[config.mk]
export PLATFORM = sky130hd
export DESIGN_NAME = keypad_scan_ctrl_flat
export DESIGN_NICKNAME = d
export VERILOG_FILES = /design/src/rtl/keypad_scan_ctrl_if.sv /design/src/rtl/keypad_scan_ctrl.sv /design/src/flat_wrapper.sv
export SDC_FILE = /design/constraint.sdc
export NUM_CORES = 1
export LEC_CHECK = 0
export CORE_MARGIN = 3
export CORE_UTILIZATION = 50
export DETAILED_ROUTE_END_ITERATION = 8
export GPL_TIMING_DRIVEN = 0
export MAX_ROUTING_LAYER = met4
export PLACE_DENSITY = 0.8
export SLEW_MARGIN = 10
export SYNTH_ARGS = -nofsm -noshare
export SYNTH_HDL_FRONTEND = slang
export SYNTH_SLANG_ARGS = --single-unit
[constraint.sdc]
create_clock -name clk -period 3.2 [get_ports clk]
set_input_delay 0.64 -clock clk [delete_from_list [all_inputs] [get_ports clk]]
set_output_delay 0.64 -clock clk [all_outputs]
set_load 0.03 [all_outputs]
[src/rtl/keypad_scan_ctrl_if.sv]
// Keypad scan controller signal bundle: raw keypad pins on one side,
// validated key codes toward the consuming logic on the other.
interface keypad_scan_ctrl_if;
    logic [3:0] rows;       // raw keypad rows, active-low, asynchronous
    logic       scan_en;    // high = column advance allowed while scanning
    logic [3:0] cols;       // active-low one-hot column drive
    logic [3:0] key_code;   // hex value of the last accepted key
    logic       key_valid;  // one-cycle pulse per accepted press
    logic       key_held;   // high while the accepted key stays pressed

    modport slave (
        input  rows,
        input  scan_en,
        output cols,
        output key_code,
        output key_valid,
        output key_held
    );

    modport master (
        output rows,
        output scan_en,
        input  cols,
        input  key_code,
        input  key_valid,
        input  key_held
    );
endinterface

[src/rtl/keypad_scan_ctrl.sv]
// 4x4 matrix keypad scan controller. Drives one column at a time, samples
// the synchronized rows, freezes on a pressed column, debounces press and
// release, and emits one key code pulse per physical press.
module keypad_scan_ctrl #(
    parameter int SETTLE_CYCLES   = 4,
    parameter int DEBOUNCE_CYCLES = 1200,
    parameter int CNT_W           = 20
) (
    input  logic              clk,
    input  logic              reset,
    keypad_scan_ctrl_if.slave kp
);

    typedef enum logic [1:0] {
        S_SCAN        = 2'd0,
        S_DEB_PRESS   = 2'd1,
        S_HELD        = 2'd2,
        S_DEB_RELEASE = 2'd3
    } state_t;

    localparam logic [CNT_W-1:0] SETTLE_LAST   = CNT_W'(SETTLE_CYCLES - 1);
    localparam logic [CNT_W-1:0] DEBOUNCE_LAST = CNT_W'(DEBOUNCE_CYCLES - 1);
    localparam logic [CNT_W-1:0] CNT_ONE       = CNT_W'(1);

    state_t           r_state,     w_state_nxt;
    logic [1:0]       r_col_idx,   w_col_idx_nxt;
    logic [CNT_W-1:0] r_cnt,       w_cnt_nxt;
    logic [1:0]       r_lat_row,   w_lat_row_nxt;
    logic [3:0]       r_key_code,  w_key_code_nxt;
    logic             r_key_valid, w_key_valid_nxt;
    logic             r_key_held,  w_key_held_nxt;
    logic [3:0]       r_rows_meta;
    logic [3:0]       r_rows_s;
    logic             w_lat_bit;

    // Lowest-index row that is pulled low; only meaningful when one is low.
    function automatic logic [1:0] f_lowest_low(input logic [3:0] rows);
        logic [1:0] idx;
        idx = 2'd0;
        for (int i = 3; i >= 0; i--) begin
            if (!rows[i]) idx = 2'(i);
        end
        return idx;
    endfunction

    // Physical keypad legend, indexed by row then column.
    function automatic logic [3:0] f_key_map(input logic [1:0] row, input logic [1:0] col);
        logic [3:0] code;
        case ({row, col})
            4'b00_00: code = 4'h1;
            4'b00_01: code = 4'h2;
            4'b00_10: code = 4'h3;
            4'b00_11: code = 4'hA;
            4'b01_00: code = 4'h4;
            4'b01_01: code = 4'h5;
            4'b01_10: code = 4'h6;
            4'b01_11: code = 4'hB;
            4'b10_00: code = 4'h7;
            4'b10_01: code = 4'h8;
            4'b10_10: code = 4'h9;
            4'b10_11: code = 4'hC;
            4'b11_00: code = 4'hE;
            4'b11_01: code = 4'h0;
            4'b11_10: code = 4'hF;
            default:  code = 4'hD;
        endcase
        return code;
    endfunction

    assign w_lat_bit = r_rows_s[r_lat_row];

    // Two-flop synchronizer for the asynchronous row inputs (idle = all high).
    always_ff @(posedge clk or posedge reset) begin
        if (reset) begin
            r_rows_meta <= 4'b1111;
            r_rows_s    <= 4'b1111;
        end else begin
            r_rows_meta <= kp.rows;
            r_rows_s    <= r_rows_meta;
        end
    end

    // State, column, shared counter and output registers.
    always_ff @(posedge clk or posedge reset) begin
        if (reset) begin
            r_state     <= S_SCAN;
            r_col_idx   <= 2'd0;
            r_cnt       <= '0;
            r_lat_row   <= 2'd0;
            r_key_code  <= 4'h0;
            r_key_valid <= 1'b0;
            r_key_held  <= 1'b0;
        end else begin
            r_state     <= w_state_nxt;
            r_col_idx   <= w_col_idx_nxt;
            r_cnt       <= w_cnt_nxt;
            r_lat_row   <= w_lat_row_nxt;
            r_key_code  <= w_key_code_nxt;
            r_key_valid <= w_key_valid_nxt;
            r_key_held  <= w_key_held_nxt;
        end
    end

    // Next-state logic: scan, debounce press, hold, debounce release.
    // The counter is cleared on every state change; mid-window glitches are
    // ignored because only the sample at the end of a window decides.
    always_comb begin
        w_state_nxt     = r_state;
        w_col_idx_nxt   = r_col_idx;
        w_cnt_nxt       = r_cnt;
        w_lat_row_nxt   = r_lat_row;
        w_key_code_nxt  = r_key_code;
        w_key_valid_nxt = 1'b0;
        w_key_held_nxt  = r_key_held;

        case (r_state)
            S_SCAN: begin
                if (kp.scan_en) begin
                    if (r_cnt == SETTLE_LAST) begin
                        w_cnt_nxt = '0;
                        if (r_rows_s != 4'b1111) begin
                            w_lat_row_nxt = f_lowest_low(r_rows_s);
                            w_state_nxt   = S_DEB_PRESS;
                        end else begin
                            w_col_idx_nxt = r_col_idx + 2'd1;
                        end
                    end else begin
                        w_cnt_nxt = r_cnt + CNT_ONE;
                    end
                end
            end

            S_DEB_PRESS: begin
                if (r_cnt == DEBOUNCE_LAST) begin
                    w_cnt_nxt = '0;
                    if (!w_lat_bit) begin
                        w_state_nxt     = S_HELD;
                        w_key_code_nxt  = f_key_map(r_lat_row, r_col_idx);
                        w_key_valid_nxt = 1'b1;
                        w_key_held_nxt  = 1'b1;
                    end else begin
                        w_state_nxt   = S_SCAN;
                        w_col_idx_nxt = r_col_idx + 2'd1;
                    end
                end else begin
                    w_cnt_nxt = r_cnt + CNT_ONE;
                end
            end

            S_HELD: begin
                if (w_lat_bit) begin
                    w_state_nxt = S_DEB_RELEASE;
                    w_cnt_nxt   = '0;
                end
            end

            S_DEB_RELEASE: begin
                if (r_cnt == DEBOUNCE_LAST) begin
                    w_cnt_nxt = '0;
                    if (w_lat_bit) begin
                        w_state_nxt    = S_SCAN;
                        w_key_held_nxt = 1'b0;
                        w_col_idx_nxt  = r_col_idx + 2'd1;
                    end else begin
                        w_state_nxt = S_HELD;
                    end
                end else begin
                    w_cnt_nxt = r_cnt + CNT_ONE;
                end
            end

            default: begin
                w_state_nxt = S_SCAN;
                w_cnt_nxt   = '0;
            end
        endcase
    end

    assign kp.cols      = ~(4'b0001 << r_col_idx);
    assign kp.key_code  = r_key_code;
    assign kp.key_valid = r_key_valid;
    assign kp.key_held  = r_key_held;

endmodule

[src/flat_wrapper.sv]
// flat-port wrapper written by rule: the top's interface ports become plain ports
module keypad_scan_ctrl_flat 
#(
    parameter int SETTLE_CYCLES   = 4,
    parameter int DEBOUNCE_CYCLES = 1200,
    parameter int CNT_W           = 20
)
  (clk, reset, kp_rows, kp_scan_en, kp_cols, kp_key_code, kp_key_valid, kp_key_held);
  keypad_scan_ctrl_if kp_i ();
  input  logic clk;
  input  logic reset;
  input wire logic [$bits(kp_i.rows)-1:0] kp_rows;
  input wire logic [$bits(kp_i.scan_en)-1:0] kp_scan_en;
  output wire logic [$bits(kp_i.cols)-1:0] kp_cols;
  output wire logic [$bits(kp_i.key_code)-1:0] kp_key_code;
  output wire logic [$bits(kp_i.key_valid)-1:0] kp_key_valid;
  output wire logic [$bits(kp_i.key_held)-1:0] kp_key_held;
  assign kp_i.rows = kp_rows;
  assign kp_i.scan_en = kp_scan_en;
  assign kp_cols = kp_i.cols;
  assign kp_key_code = kp_i.key_code;
  assign kp_key_valid = kp_i.key_valid;
  assign kp_key_held = kp_i.key_held;
  keypad_scan_ctrl #(.SETTLE_CYCLES(SETTLE_CYCLES), .DEBOUNCE_CYCLES(DEBOUNCE_CYCLES), .CNT_W(CNT_W)) u_core (.clk(clk), .reset(reset), .kp(kp_i));
endmodule
# Word level (Yosys, flattened, before mapping)
# Memory sizes are Yosys's and may differ from the RTL's. A register that Yosys moved wholly into a read port is not among the register bits.
# Index checks and enable logic that the tools add are counted.
# totals
rom_bits	64
out_inout_bits	10
mem_bits_rw	0
register_bits	36
latchBits	0
mem_count	1
# mem_list
name	depth	width	read_ports	rd_clocked_by_memory_dff	write_ports	line	source
(no name shown)	16	4	1	1	0	keypad_scan_ctrl.sv:49	case ({row, col})
# op_classes
mul	0
muxes	32
n_eq_ne	17
div	0
shifts	1
order_cmp	1
n_reduce_logical	10
addsub	2
n_bitwise	2
# ops
operator	count
$mux 20	4
$pmux 20 s3	1
$mux 2	15
$add 20x1->20 const B	1
$eq 20x11->1 const B	1
$eq 20x2->1 const B	1
$ne 2x1->1 const B	8
$reduce_and 5->1	2
$mux 1	8
$ne 2x2->1 const B	3
$pmux 2 s3	1
$reduce_and 6->1	1
$eq 2x2->1 const B	2
$ne 4x4->1 const B	1
$not 4->4	1
$pmux 2 s2	1
$reduce_and 4->1	1
$reduce_bool 2->1	2
$shl 1x2->4 const A	1
$lt 2x3->1 const B	1
$reduce_and 3->1	1
$add 2x1->2 const B	1
$bmux 1 s2	1
$eq 2x1->1 const B	1
other kinds (5)	5

# Logic depth before layout (Yosys ltp)
# logic_depth
ltp_word	5
ltp_mapped	8
ltp_nobuf	7

# Worst setup path after synthesis
# OpenSTA, ideal clock, no wires.
# synth_path
kind	flip-flop to flip-flop
startpoint	reg u_core.r_lat_row[0]
endpoint	reg u_core.r_key_code[0] (netlist: u_core.kp.key_code[0])
arrival_ns	1.901
setup_time_ns	0.125
path_slack_ns	1.174
stages_incl_launch_ff	7
synth_period_minus_slack_ns	2.026
path_cell_list	dfrtp_1 > buf_6 > mux4_2 > nor4b_2 > and2b_1 > buf_4 > mux2_2
# synth_via
elab_chain_len	4
# synth_lines
item	line	source
from (decl)	keypad_scan_ctrl.sv:28	logic [1:0] r_lat_row, w_lat_row_nxt;
from (signal assigned)	keypad_scan_ctrl.sv:97	r_lat_row <= w_lat_row_nxt;
$bmux 1 s2	keypad_scan_ctrl.sv:70	assign w_lat_bit = r_rows_s[r_lat_row];
$mux 1 (implied by the code)	keypad_scan_ctrl.sv:70	
$not 1->1 (no source line)	n/a	
$reduce_and 3->1 (no source line)	n/a	
to (decl)	keypad_scan_ctrl.sv:29	logic [3:0] r_key_code, w_key_code_nxt;
# Parallel ways exist; a longest one is shown, timed or not. The select of a mux whose other input is x is not followed.
# A chain may end at the register's enable or synchronous reset.

# Worst setup path after layout
# layout_path
startpoint	reg u_core.r_col_idx[0]
endpoint	out kp_cols[0]
# layout_via
elab_chain_len	2
# layout_lines
item	line	source
from (decl)	keypad_scan_ctrl.sv:26	logic [1:0] r_col_idx, w_col_idx_nxt;
from (signal assigned)	keypad_scan_ctrl.sv:95	r_col_idx <= w_col_idx_nxt;
$shl 1x2->4	keypad_scan_ctrl.sv:179	assign kp.cols = ~(4'b0001 << r_col_idx);
$not 4->4	keypad_scan_ctrl.sv:179	
to (decl)	flat_wrapper.sv:14	output wire logic [$bits(kp_i.cols)-1:0] kp_cols;
# Every way passes these cells.

==> summary.txt <==
Setup path
  • R2r setup slk: 950 ps
  • CP Capture Type: output port
  • RR Endpoint: u_core.r_cnt[14]$_DFFE_PP0P_
  • FF-to-FF path depth: 7
  • Crit Path Class: reg -> out
  • CP startpoint kind: register
  • Critical Path AT: 1870 ps
  • Worst R2R Start: u_core.r_cnt[15]$_DFFE_PP0P_
  • Req. time, crit path: 2560 ps
  • Crit Path Max Fanout: 7

Place
  • Placement-stage cell area: 2434 um2
  • Port bufs: 16
  • Gp weighted congestion: 0.8954
  • DP Worst Slack: 732.3 ps
  • DP Wirelength: 3038 um

STA
  • Final Setup Violations: 0
  • Slew Limit Fails: 0
  • RSZ-0062 raised after global routing: false
  • Post-layout min period: 2512 ps
  • Max Freq: 398.1 MHz
  • Worst setup margin: 688.1 ps
  • Final Skew: 3.727 ps
  • Tcrit/Tclk final: 78.50%
  • Total negative slack: 0 ps
  • Normalized max-slew margin: 45.14%
  • Final hold vios: 0
  • Slew at the pin closest to its max-slew limit: 816.7 ps

Power and ir drop
  • Clock power frac: 49.3%
  • Peak supply drop: 0.3161 mV
  • P_leak: 1.101 nW
  • Net Sw Frac: 18.78%
  • Logic pwr share: 3.4%
  • Int Power: 0.0009337 W
  • Pwr Density: 443.4 nW/um2
  • Reg power frac: 47.3%
  • NetSw: 0.0002158 W

Logic synthesis
  • Mapped cell area: 2191 um2
  • FF+latch count, synth: 40
  • Cell accounting for the most synthesized area: dfrtp_1
  • Synth top area share: 36.55%
  • Top_reg_cell synth: dfrtp_1
  • Syn avg cell area: 9.958 um2
  • Syn Nets: 235
  • Yosys warns: 0
  • Most frequent cell after synthesis: dfrtp_1
  • Synth Instances: 220
  • Synth top area cells: dfrtp_1, dfstp_2, ha_1, nor2_1, a22o_1
  • Async set or reset register ratio after synthesis: 100.0%
  • Number of synthesized flops with an enable pin: 0
  • Seq/Total Area, Yosys: 46.15%
  • Post-synth cell types: 48
  • Commonest cells in the netlist: dfrtp_1, nor2_1, nand2_1

Worst hold path
  • Worst Hold End: u_core.r_rows_s[1]$_DFF_PP1_
  • Hold_sp: u_core.r_rows_meta[1]$_DFF_PP1_
  • Worst min path class: reg -> reg
  • Hold path depth: 0

Clock network
  • CTS Hold Bufs: 0
  • H-tree levels: 2
  • CTS Buf Count: 5
  • CTS tree: done
  • Clock buffer depth: 2
  • Post-CTS sizing: 0
  • Latest clock arrival within the worst-skew pair: 290 ps
  • Post-CTS Setup Inserts: 0
  • Clock Tree Root: clkbuf_8
  • # clock sinks: 40
  • Reg clk slew, reported paths: 80 ps

Drt
  • First drt pass iteration count: 4
  • Routed Antenna Nets: 0
  • Via density per instance: 5.773
  • 1st-iter DRT viols: 126
  • Final wirelength: 4251 um
  • WL/cell: 14.41 um
  • Vias: 1703
  • Post-route DRC: 0

Run
  • Max Cap Viol: 0

Layout
  • Fill cell count: 341
  • N_diodes: 0
  • Nets: 259
  • Final instance area: 2592 um2
  • Area grow syn2layout: 18.33%
  • Post-layout util: 63.00%
  • Share of layout cells above drive strength 1: 15.51%

Global route
  • Initial antenna violation count: 0
  • All-Layer GR Usage: 19.03%
  • Global-route wire length before repair: 7534 um
  • Vias in the first global route: 1634
  • GRT overflow: 0
  • Largest net degree at the start of global routing: 37

Status
  • Status: completed

Die
  • Die W: 72.20 um
  • I/O pins: 17
  • Die Ht: 72.20 um
  • Initial Util: 53.24%
  • Core footprint: 4115 um2
  • Die area: 5212 um2
  • Cell Rows: 23
worst max-delay path by stage:
| stage | from | end | slack [ps] | depth (start not counted) |
|---|---|---|---|---|
| 5_1_grt | u_core.r_col_idx[0]$_DFFE_PP0P_ | kp_cols[0] | 580 | 4 |
| 3_5_place_dp | kp_scan_en | u_core.r_cnt[15]$_DFFE_PP0P_ | 730 | 5 |
| 3_3_place_gp | kp_scan_en | u_core.r_cnt[12]$_DFFE_PP0P_ | 770 | 5 |
| 2_1_floorplan | u_core.r_lat_row[0]$_DFFE_PP0P_ | u_core.kp.key_code[0]$_DFFE_PP0P_ | 1170 | 6 |
| 4_1_cts | u_core.r_col_idx[0]$_DFFE_PP0P_ | kp_cols[0] | 670 | 4 |
| 6_report | u_core.r_col_idx[0]$_DFFE_PP0P_ | kp_cols[0] | 690 | 4 |
power groups by stage:
stage	clock network (W)	registers, W	logic [W]
finish	0.000566	0.000544	0.0000389
global route	0.000601	0.000547	0.0000444
CTS	0.000577	0.000544	0.0000403
detailed placement	0	0.000553	0.0000400
global placement	0	0.000553	0.0000352
floorplan	0	0.000548	0.0000236
critical path: stages, from the launching register on:
cell	delay, ps
dfrtp_1	490
inv_1	140
ha_1	220
inv_1	60
clkdlybuf4s50_1	660
per-stage QoR:
| stage | std cells | power, W | hold WS [ps] |
|---|---|---|---|
| 2_1_floorplan | 220 | 0.0005719 | 345.2 |
| 3_3_place_gp | 286 | 0.0005878 | 345.4 |
| 3_5_place_dp | 287 | 0.0005931 | 347.3 |
| 4_1_cts | 295 | 0.001161 | 358.7 |
| 5_1_grt | 295 | 0.001192 | 362.4 |
| 6_report | 295 | 0.001149 | 356.4 |
registers in the layout, summed over array words and instances (netlist names), named ones only:
register and flops:
u_core.r_rows_meta 4, u_core.kp.key_held 1, u_core.kp.key_valid 1, u_core.r_state 1
u_core.kp.key_code 4, u_core.r_rows_s 4, u_core.r_cnt 20, u_core.r_col_idx 2
u_core.r_lat_row 2
layout by cell type, fill, tap and decap left out, types with 2 or more instances in the layout:
cell / netlist / routed
mux4_2: 2 / 2
nand2_1: 21 / 21
nor3_1: 7 / 7
nand4_1: 5 / 5
a22o_1: 9 / 9
and4_1: 2 / 2
nor2_1: 22 / 22
clkdlybuf4s50_1: 0 / 16
and3_1: 6 / 6
o21ai_1: 7 / 7
nor4_1: 2 / 2
ha_1: 8 / 8
xnor2_1: 4 / 4
o21ai_0: 11 / 11
mux2_2: 2 / 2
clkbuf_1: 2 / 2
nor2b_1: 3 / 3
clkbuf_8: 0 / 5
dfstp_2: 8 / 8
a21oi_1: 11 / 11
a21o_1: 4 / 4
nand3_1: 12 / 12
buf_6: 4 / 4
bufinv_16: 0 / 3
dfrtp_1: 32 / 32
inv_1: 11 / 10
cells by family (layout without fill, tap and decap cells):
| group | count (synthesis) | in the layout | share of synthesized area, % |
|---|---|---|---|
| simple gates | 88 | 88 | 21.47 |
| compound gates | 54 | 54 | 16.73 |
| fa+ha+maj | 8 | 8 | 4.569 |
| buf+inv | 19 | 44 | 4.854 |
| flops | 40 | 40 | 46.15 |
| mux | 6 | 6 | 4.226 |
| xor+xnor | 5 | 5 | 1.999 |
metal layers:
metal | vias up | track usage, % | part of all wire [%]
met3 | 9 | 4.155 | 5.8
met5 | - | - | 0
met1 | 803 | 24.55 | 44
met2 | 52 | 29.22 | 48
met4 | 0 | 7.724 | 1.7
li1 | 839 | - | -
area by class of cell:
type / count / area [um2] / share of cell area (%)
timing repair buffer: 17 / 180.2 / 6.950
buffer: 8 / 65.06 / 2.510
multi-input combinational: 161 / 1074 / 41.41
tap: 50 / 62.56 / 2.413
sequential: 40 / 1011 / 39.00
inverter: 11 / 41.29 / 1.593
clock buffer: 5 / 68.82 / 2.654
clock inverter: 3 / 90.09 / 3.475
Power figures use the tool's default switching activity.
